## config.mk

```make
export PLATFORM = sky130hd
export DESIGN_NAME = spi_peripheral_burst
export DESIGN_NICKNAME = d
export VERILOG_FILES = /design/src/rtl/spi_pkg.sv /design/src/rtl/spi_sync_edge.sv /design/src/rtl/spi_peripheral_burst.sv
export SDC_FILE = /design/constraint.sdc
export NUM_CORES = 1
export LEC_CHECK = 0
export BUFFER_PORTS_ARGS = -buffer_cell sky130_fd_sc_hd__buf_2
export CAP_MARGIN = 20
export CORE_MARGIN = 1.5
export CORE_UTILIZATION = 63
export CTS_BUF_LIST = sky130_fd_sc_hd__clkbuf_8
export CTS_CLUSTER_DIAMETER = 200
export DETAILED_ROUTE_END_ITERATION = 6
export PLACE_DENSITY = 0.88
export SKIP_CTS_REPAIR_TIMING = 1
export SYNTH_ARGS = -nofsm -noshare
export SYNTH_HDL_FRONTEND = slang
export SYNTH_SLANG_ARGS = --single-unit
```

## constraint.sdc

```tcl
create_clock -name clk -period 2.96 [get_ports clk]
set_input_delay 0.444 -clock clk [delete_from_list [all_inputs] [get_ports clk]]
set_output_delay 0.444 -clock clk [all_outputs]
set_load 0.03 [all_outputs]
```

## src/rtl/spi_pkg.sv

```systemverilog
// Shared types and width helpers for the burst SPI register-file target.
package spi_pkg;

    typedef enum logic [2:0] {
        IDLE,
        CMD,
        WR_DATA,
        RD_DATA,
        DONE
    } fsm_state_t;

    localparam int CPOL = 1;
    localparam int CPHA = 0;

    function automatic int cmd_w(input int addr_w);
        return addr_w + 1;
    endfunction

    function automatic int max_w(input int a, input int b);
        return (a > b) ? a : b;
    endfunction

endpackage

```

## src/rtl/spi_sync_edge.sv

```systemverilog
// Multi-flop synchroniser with one-cycle rise/fall pulses on the synced level.
module spi_sync_edge
    import spi_pkg::*;
#(
    parameter int STAGES = 2
) (
    input  logic clk,
    input  logic rstb,
    input  logic ena,
    input  logic din,
    output logic level,
    output logic rise,
    output logic fall
);

    logic [STAGES-1:0] sync_q;
    logic [STAGES-1:0] sync_d;
    logic              prev_q;
    logic              prev_d;

    always_comb begin
        sync_d = {sync_q[STAGES-2:0], din};
        prev_d = sync_q[STAGES-1];
    end

    // Resetting to 0 keeps a CS that is already low from looking like a new frame.
    always_ff @(posedge clk) begin
        if (!rstb) begin
            sync_q <= '0;
            prev_q <= 1'b0;
        end else if (ena) begin
            sync_q <= sync_d;
            prev_q <= prev_d;
        end
    end

    assign level = sync_q[STAGES-1];
    assign rise  = level & ~prev_q;
    assign fall  = ~level & prev_q;

endmodule

```

## src/rtl/spi_peripheral_burst.sv

```systemverilog
// SPI target with burst auto-increment, read-strobe prefetch and abort detection.
module spi_peripheral_burst
    import spi_pkg::*;
#(
    parameter int DATA_W      = 8,
    parameter int ADDR_W      = 7,
    parameter int SYNC_STAGES = 2
) (
    input  logic              clk,
    input  logic              rstb,
    input  logic              ena,
    input  logic              spi_clk,
    input  logic              spi_cs_n,
    input  logic              spi_mosi,
    output logic              spi_miso,
    input  logic [1:0]        mode,
    input  logic [DATA_W-1:0] status,
    output logic [ADDR_W-1:0] addr,
    output logic [DATA_W-1:0] wdata,
    output logic              we,
    output logic              re,
    input  logic [DATA_W-1:0] rdata,
    output logic              wr_rdn,
    output logic              busy,
    output logic              frame_err
);

    localparam int CMD_W  = cmd_w(ADDR_W);
    localparam int TX_W   = max_w(CMD_W, DATA_W);
    localparam int CNT_W  = $clog2(TX_W + 1);
    localparam int SH_CMD = TX_W - CMD_W;
    localparam int SH_DAT = TX_W - DATA_W;

    logic sclk_s_unused;
    logic sclk_rise;
    logic sclk_fall;
    logic cs_s;
    logic cs_rise;
    logic cs_fall;
    logic mosi_s;
    logic mosi_rise_unused;
    logic mosi_fall_unused;

    spi_sync_edge #(.STAGES(SYNC_STAGES)) u_sync_clk (
        .clk   (clk),
        .rstb  (rstb),
        .ena   (ena),
        .din   (spi_clk),
        .level (sclk_s_unused),
        .rise  (sclk_rise),
        .fall  (sclk_fall)
    );

    spi_sync_edge #(.STAGES(SYNC_STAGES)) u_sync_cs (
        .clk   (clk),
        .rstb  (rstb),
        .ena   (ena),
        .din   (spi_cs_n),
        .level (cs_s),
        .rise  (cs_rise),
        .fall  (cs_fall)
    );

    spi_sync_edge #(.STAGES(SYNC_STAGES)) u_sync_mosi (
        .clk   (clk),
        .rstb  (rstb),
        .ena   (ena),
        .din   (spi_mosi),
        .level (mosi_s),
        .rise  (mosi_rise_unused),
        .fall  (mosi_fall_unused)
    );

    fsm_state_t        state_q, state_d;
    logic [1:0]        mode_q, mode_d;
    logic [TX_W-1:0]   tx_q, tx_d;
    logic [TX_W-2:0]   rx_q, rx_d;
    logic [CNT_W-1:0]  cnt_q, cnt_d;
    logic              skip_q, skip_d;
    logic [ADDR_W-1:0] addr_q, addr_d;
    logic [DATA_W-1:0] wdata_q, wdata_d;
    logic              we_q, we_d;
    logic              re_q, re_d;
    logic              ld_q, ld_d;
    logic              wr_rdn_q, wr_rdn_d;
    logic              ferr_q, ferr_d;

    logic              cs_low;
    logic              swap;
    logic              sample;
    logic              change;
    logic              active;
    logic              last;
    logic [TX_W-1:0]   shifted;
    logic [CMD_W-1:0]  cmd_word;
    logic [DATA_W-1:0] data_word;
    logic [TX_W-1:0]   status_tx;
    logic [TX_W-1:0]   rdata_tx;

    // A CS rise in the same cycle as a sample edge must still see that edge.
    assign cs_low    = ~cs_s | cs_rise;
    assign swap      = mode_q[CPOL] ^ mode_q[CPHA];
    assign sample    = cs_low & (swap ? sclk_fall : sclk_rise);
    assign change    = cs_low & (swap ? sclk_rise : sclk_fall);
    assign active    = (state_q == CMD) || (state_q == WR_DATA)
                    || (state_q == RD_DATA);
    assign last      = (state_q == CMD) ? (cnt_q == CNT_W'(CMD_W - 1))
                                        : (cnt_q == CNT_W'(DATA_W - 1));
    assign shifted   = {rx_q, mosi_s};
    assign cmd_word  = shifted[CMD_W-1:0];
    assign data_word = shifted[DATA_W-1:0];
    assign status_tx = TX_W'(CMD_W'(status)) << SH_CMD;
    assign rdata_tx  = TX_W'(rdata) << SH_DAT;

    always_comb begin
        state_d  = state_q;
        mode_d   = mode_q;
        tx_d     = tx_q;
        rx_d     = rx_q;
        cnt_d    = cnt_q;
        skip_d   = skip_q;
        addr_d   = addr_q;
        wdata_d  = wdata_q;
        wr_rdn_d = wr_rdn_q;
        we_d     = 1'b0;
        re_d     = 1'b0;
        ld_d     = re_q;
        ferr_d   = 1'b0;

        if (we_q) begin
            addr_d = addr_q + 1'b1;
        end

        if (active && change) begin
            if (skip_q) begin
                skip_d = 1'b0;
            end else begin
                tx_d = {tx_q[TX_W-2:0], 1'b0};
            end
        end

        // A freshly loaded word already shows its MSB, so the next change edge must not shift.
        if (ld_q && (state_q == RD_DATA)) begin
            tx_d   = rdata_tx;
            skip_d = 1'b1;
        end

        if (active && sample) begin
            rx_d  = shifted[TX_W-2:0];
            cnt_d = last ? '0 : cnt_q + 1'b1;
            if (last) begin
                if (state_q == CMD) begin
                    addr_d   = cmd_word[ADDR_W-1:0];
                    wr_rdn_d = cmd_word[CMD_W-1];
                    re_d     = ~cmd_word[CMD_W-1];
                    state_d  = cmd_word[CMD_W-1] ? WR_DATA : RD_DATA;
                end else if (state_q == WR_DATA) begin
                    wdata_d = data_word;
                    we_d    = 1'b1;
                end else begin
                    addr_d = addr_q + 1'b1;
                    re_d   = 1'b1;
                end
            end
        end

        if (active && cs_rise) begin
            state_d = DONE;
            ferr_d  = (cnt_d != '0);
            cnt_d   = '0;
        end

        case (state_q)
            IDLE: begin
                if (cs_fall) begin
                    state_d = CMD;
                    mode_d  = mode;
                    tx_d    = status_tx;
                    rx_d    = '0;
                    cnt_d   = '0;
                    skip_d  = mode[CPHA];
                end
            end
            DONE: begin
                state_d = IDLE;
                tx_d    = '0;
            end
            default: begin
            end
        endcase
    end

    always_ff @(posedge clk) begin
        if (!rstb) begin
            state_q  <= IDLE;
            mode_q   <= '0;
            tx_q     <= '0;
            rx_q     <= '0;
            cnt_q    <= '0;
            skip_q   <= 1'b0;
            addr_q   <= '0;
            wdata_q  <= '0;
            we_q     <= 1'b0;
            re_q     <= 1'b0;
            ld_q     <= 1'b0;
            wr_rdn_q <= 1'b0;
            ferr_q   <= 1'b0;
        end else if (ena) begin
            state_q  <= state_d;
            mode_q   <= mode_d;
            tx_q     <= tx_d;
            rx_q     <= rx_d;
            cnt_q    <= cnt_d;
            skip_q   <= skip_d;
            addr_q   <= addr_d;
            wdata_q  <= wdata_d;
            we_q     <= we_d;
            re_q     <= re_d;
            ld_q     <= ld_d;
            wr_rdn_q <= wr_rdn_d;
            ferr_q   <= ferr_d;
        end
    end

    assign spi_miso  = tx_q[TX_W-1];
    assign addr      = addr_q;
    assign wdata     = wdata_q;
    assign we        = we_q;
    assign re        = re_q;
    assign wr_rdn    = wr_rdn_q;
    assign busy      = (state_q != IDLE);
    assign frame_err = ferr_q;

endmodule

```

* After elaboration in Yosys (flattened, before gate mapping) *
Index checks and enable logic that the tools add are counted.

word-level totals
  output and inout bits = 21
  bits in registers = 53

cells by class
  eq/ne operators = 5
  add/subtract/negate cells = 2
  reduce and logical (&&, ||, !) cells = 12
  multiplexer cells = 40
  bitwise operators = 14

operator list
  cell                 number
  $mux 7               8
  $mux 8               4
  $mux 4               5
  $mux 1               16
  $pmux 8 s2           1
  $mux 3               5
  $add 7x1->7 const B  1
  $and 1x1->1          6
  $eq 3x2->1 const B   2
  $not 1->1            6
  $pmux 3 s2           1
  $reduce_and 5->1     1
  $add 4x1->4 const B  1
  $eq 4x3->1 const B   1
  $logic_and 1x1->1    4
  $reduce_and 4->1     1
  $reduce_bool 4->1    1
  $eq 3x1->1 const B   1
  $eq 3x3->1 const B   1
  $logic_not 3->1      1
  $reduce_and 3->1     1
  $reduce_bool 3->1    1
  $logic_or 1x1->1     2
  $or 1x1->1           1
  $xor 1x1->1          1

* Logic depth before layout (Yosys ltp) *
  word-level depth = 9
  gate-level depth with buffers = 7
  depth with buffers taken out = 6

* Cells and area by module *
From an unflattened synthesis, not the netlist that was laid out.

second synthesis, totals
  cells, all modules = 344
  area total of the unflattened synthesis = 2872.8 µm²

modules (own cells, without submodules)
  module                times used  area each (µm²)  cells an instance
  spi_peripheral_burst  1           2508.7           311
  spi_sync_edge         3           121.4            11

* Worst setup path before layout *
OpenSTA, ideal clock, no wires.

  path kind = reg2reg
  from = register cnt_q[0]
  to = register addr_q[0] (netlist: addr[0])
  arrival time = 1.787 ns
  required time = 2.886 ns
  clock period less this slack = 1.861 ns
  stages on the path, launching flop included = 8
  slack = 1.099 ns
  path through = dfxtp_1 > ha_1 > and3b_1 > buf_2 > nand4_1 > o21a_1 > or4b_1 > a31oi_1

between the ends
  longest elaborated chain between the ends = 3

RTL lines
  element                 RTL line                                                  source
  start, declared         spi_peripheral_burst.sv:78                                logic [CNT_W-1:0] cnt_q, cnt_d;
  start signal, assigned  spi_peripheral_burst.sv:213                               cnt_q <= cnt_d;
  $eq 4x3->1              spi_peripheral_burst.sv:107, spi_peripheral_burst.sv:108
  $mux 7                  spi_peripheral_burst.sv:151                               if (last) begin
  $mux 7                  spi_peripheral_burst.sv:148                               if (active && sample) begin
  end signal, assigned    spi_peripheral_burst.sv:215                               addr_q <= addr_d;
  end, declared           spi_peripheral_burst.sv:80                                logic [ADDR_W-1:0] addr_q, addr_d;

Every way passes these cells.
A chain may end at the register's enable or synchronous reset.

* Final worst setup path *
  from = register state_q[0]
  to = register wdata_q[7] (netlist: wdata[7])

between the ends
  longest elaborated chain between the ends = 5

RTL lines
  element                                   RTL line                     source
  start, declared                           spi_peripheral_burst.sv:74   fsm_state_t state_q, state_d;
  start signal, assigned                    spi_peripheral_burst.sv:209  state_q <= state_d;
  $eq 3x1->1 or $eq 3x2->1 (tied branches)  --
  $logic_or 1x1->1                          spi_peripheral_burst.sv:105  assign active = (state_q == CMD) || (state_q == WR_DATA)
  $logic_or 1x1->1                          spi_peripheral_burst.sv:106  || (state_q == RD_DATA);
  $logic_and 1x1->1                         spi_peripheral_burst.sv:148
  $reduce_and 5->1 (no line) (*)            --
  end signal, assigned                      spi_peripheral_burst.sv:216  wdata_q <= wdata_d;
  end, declared                             spi_peripheral_burst.sv:81   logic [DATA_W-1:0] wdata_q, wdata_d;

Every way passes the cells marked *; elsewhere a longest branch is shown, timed or not.

==> flow_metrics.env <==
export IMPL_status="complete, no violations"
export IMPL_totalWireLength_mm=6.83
export IMPL_pin_count=45
export IMPL_clk_latency_ns=0.31
export IMPL_first_pass_iters=5
export IMPL_muxShareOfSynthArea_pct=10.3
export IMPL_die_width_um=70.7
export IMPL_synth_nets=375
export IMPL_htree_num_levels=2
export IMPL_tns_ns=0
export IMPL_max_stage_delay_ns=0.70
export IMPL_period_needed_ns=2.38
export IMPL_ys_seq_area_share_pct=36.8
export IMPL_hold_class="input port to flop"
export IMPL_synth_area_top_cells="dfxtp_1, mux2i_1, nand2_1"
export IMPL_overflow=0
export IMPL_maxSlewViolCount=0
export IMPL_dieArea_um2=4990
export IMPL_antennaDiodeCount=0
export IMPL_clk_pin_slew_ns=0.10
export IMPL_power_leakage_nw=1.28
export IMPL_core_um2=4380
export IMPL_drive_gt1_share_pct=17.6
export IMPL_final_setup_skew_ns=0.0102
export IMPL_fin_crit_sh_pct=80.2
export IMPL_p_sw_share_pct=25.8
export IMPL_wire_per_inst_um=15.8
export IMPL_finalPower_mw=1.25
export IMPL_grt_pass1_wl_mm=11.3
export IMPL_clockBufferDepth=2
export IMPL_tightestPinTransition_ns=0.835
export IMPL_avgViaCountPerCell=6.31
export IMPL_rows=24
export IMPL_rsz0062_at_grt="no"
export IMPL_dp_slack_ns=0.593
export IMPL_clkSinkCount=53
export IMPL_final_hold_violation_count=0
export IMPL_synth_top_family_by_area="simple AND/OR/NAND/NOR gates"
export IMPL_place_detailed_hpwl_mm=4.66
export IMPL_crit_chain="o21ba_2, and2_1, and3_4, nand4b_1, mux2i_1"
export IMPL_fp_dieH_um=70.7
export IMPL_start_util_pct=65.8
export IMPL_area_growth_pct=10.2
export IMPL_first_global_vias=2441
export IMPL_cap_violations=0
export IMPL_synth_area_um2=2880
export IMPL_clkPwrFrac_pct=33.2
export IMPL_p_per_area_nw_per_um2=392
export IMPL_hold_worst_slack_ns=0.365
export IMPL_power_switching_uw=321
export IMPL_n_fill_cell=356
export IMPL_yosys_warnings=0
export IMPL_gp_congestion=0.899
export IMPL_cts_buffers=5
export IMPL_required_ns=3.19
export IMPL_async_flop_share_pct=0
export IMPL_power_frac_comb_pct=7.9
export IMPL_cp_start_kind="flop"
export IMPL_synthXorXnorAreaFrac_pct=2.99
export IMPL_syn_instance_count=349
export IMPL_final_util_pct=72.5
export IMPL_arrival_ns=2.60
export IMPL_cts_root_buf="clkbuf_8"
export IMPL_yosys_area_share_adder_pct=0.868
export IMPL_synth_main_ff_cell="dfxtp_1"
export IMPL_fin_ws_ns=0.585
export IMPL_setup_viol=0
export IMPL_port_buffers=44
export IMPL_ys_seq_elements=53
export IMPL_synthSimpleGateAreaFrac_pct=26.0
export IMPL_cts_tree="built"
export IMPL_critPathKind="flop to flop"
export IMPL_final_nets=405
export IMPL_drtIter0Drc=290
export IMPL_crit_family="simple AND/OR/NAND/NOR gates"
export IMPL_synth_area_leader_cell="dfxtp_1"
export IMPL_ant_nets=0
export IMPL_synth_cell_type_count=62
export IMPL_seq_area_um2=1060
export IMPL_synth_area_per_cell_um2=8.26
export IMPL_max_freq_ghz=0.421
export IMPL_multi_input_comb_area_um2=1690
export IMPL_synth_compound_area_share_pct=18.5
export IMPL_yosysMostFrequentCell="dfxtp_1"
export IMPL_path_buf_inv=0
export IMPL_antenna_found_initial=0
export IMPL_grt_usage_pct=27.7
export IMPL_vdd_drop_max_v=0.000311
export IMPL_worstSetupEndpointType="flop"
export IMPL_drc=0
export IMPL_grt_max_degree=55
export IMPL_cp_max_fo=17
export IMPL_yosys_top_cells_count="dfxtp_1, nand2_1, nor2_1, mux2i_1, o21ai_0"
export IMPL_seqPwrFrac_pct=58.9
export IMPL_synth_top_area_share_pct=36.8
export IMPL_relSlewSlack_pct=44.2
export IMPL_num_vias=2727
export IMPL_cpMaxStageDelayCell="dfxtp_1"
export IMPL_synth_edf_count=0
export IMPL_p_int_uw=924
-- through the flow --
step,instance area [um^2],std cells
floorplan,2880,349
global placement,3090,424
detailed placement,3090,424
CTS,3180,432
global route,3180,432
finish,3180,432
-- state kept, by name (all words and copies together) (netlist names), 2 cells and up --
register / cells
u_sync_cs.sync_q: 2
u_sync_mosi.sync_q: 2
rx_q: 7
u_sync_clk.sync_q: 2
state_q: 3
wdata: 8
addr: 7
mode_q: 2
cnt_q: 4
tx_q: 8
-- path summary, 6_finish.rpt --
kind / depth (start not counted) / slack, ns / startpoint / end
setup / recovery: 5 / 0.58 / state_q[0] / wdata[7]
hold / removal: 3 / 0.36 / spi_clk / u_sync_clk.sync_q[0]
setup reg to reg: 5 / 0.58 / state_q[0] / wdata[7]
hold reg to reg: 2 / 0.46 / wdata[2] / wdata[2]
-- layout make-up --
| cell class | count | area share [%] |
|---|---|---|
| inverters | 7 | 0.827 |
| clock buffers | 5 | 2.17 |
| well taps | 52 | 2.05 |
| repair buffers | 47 | 7.64 |
| clock inverters | 3 | 0.591 |
| flip-flops and latches | 53 | 33.4 |
| multi-input cells | 265 | 53.3 |
-- worst reg2reg max path: cells and delay by family, from the launching register on --
| family | cells | cell delay (ns) |
|---|---|---|
| multiplexers | 1 | 0.33 |
| AND/OR/NAND/NOR | 3 | 0.98 |
| AO/OA/AOI/OAI | 1 | 0.29 |
| flip-flops | 1 | 0.70 |
-- layout by cell type, fill, tap and decap left out, types with 6 or more instances in the layout --
master	n
dfxtp_1	53
buf_2	44
nand2_1	38
nor2_1	31
mux2i_1	26
o21ai_0	17
nor3_1	14
a21oi_1	14
nor2b_1	12
nand3_1	10
inv_1	8
o22ai_1	7
a31oi_1	7
and3_1	6
nand4_1	6
-- metal layers --
| layer | vias to the layer above | global-route usage, % | part of all wire, % |
|---|---|---|---|
| li1 | 1330 | - | - |
| met2 | 131 | 42.3 | 45 |
| met4 | 0 | 8.60 | 1.6 |
| met5 | - | 0 | 0 |
| met1 | 1251 | 39.5 | 46 |
| met3 | 15 | 5.98 | 7.1 |
-- cell families after synthesis --
group,Yosys count
simple gates,146
compound gates,79
flops,53
buf+inv,31
mux,29
xor+xnor,9
fa+ha+maj,2
-- power by group through the flow --
stage	combinational, mW	clock, mW	sequential (mW)
finish	0.0984	0.414	0.733
global route	0.108	0.445	0.735
CTS	0.0977	0.412	0.733
detailed placement	0.0973	0	0.750
global placement	0.0948	0	0.749
floorplan	0.0621	0	0.751
Note: power is estimated with default switching activity, not from simulation.
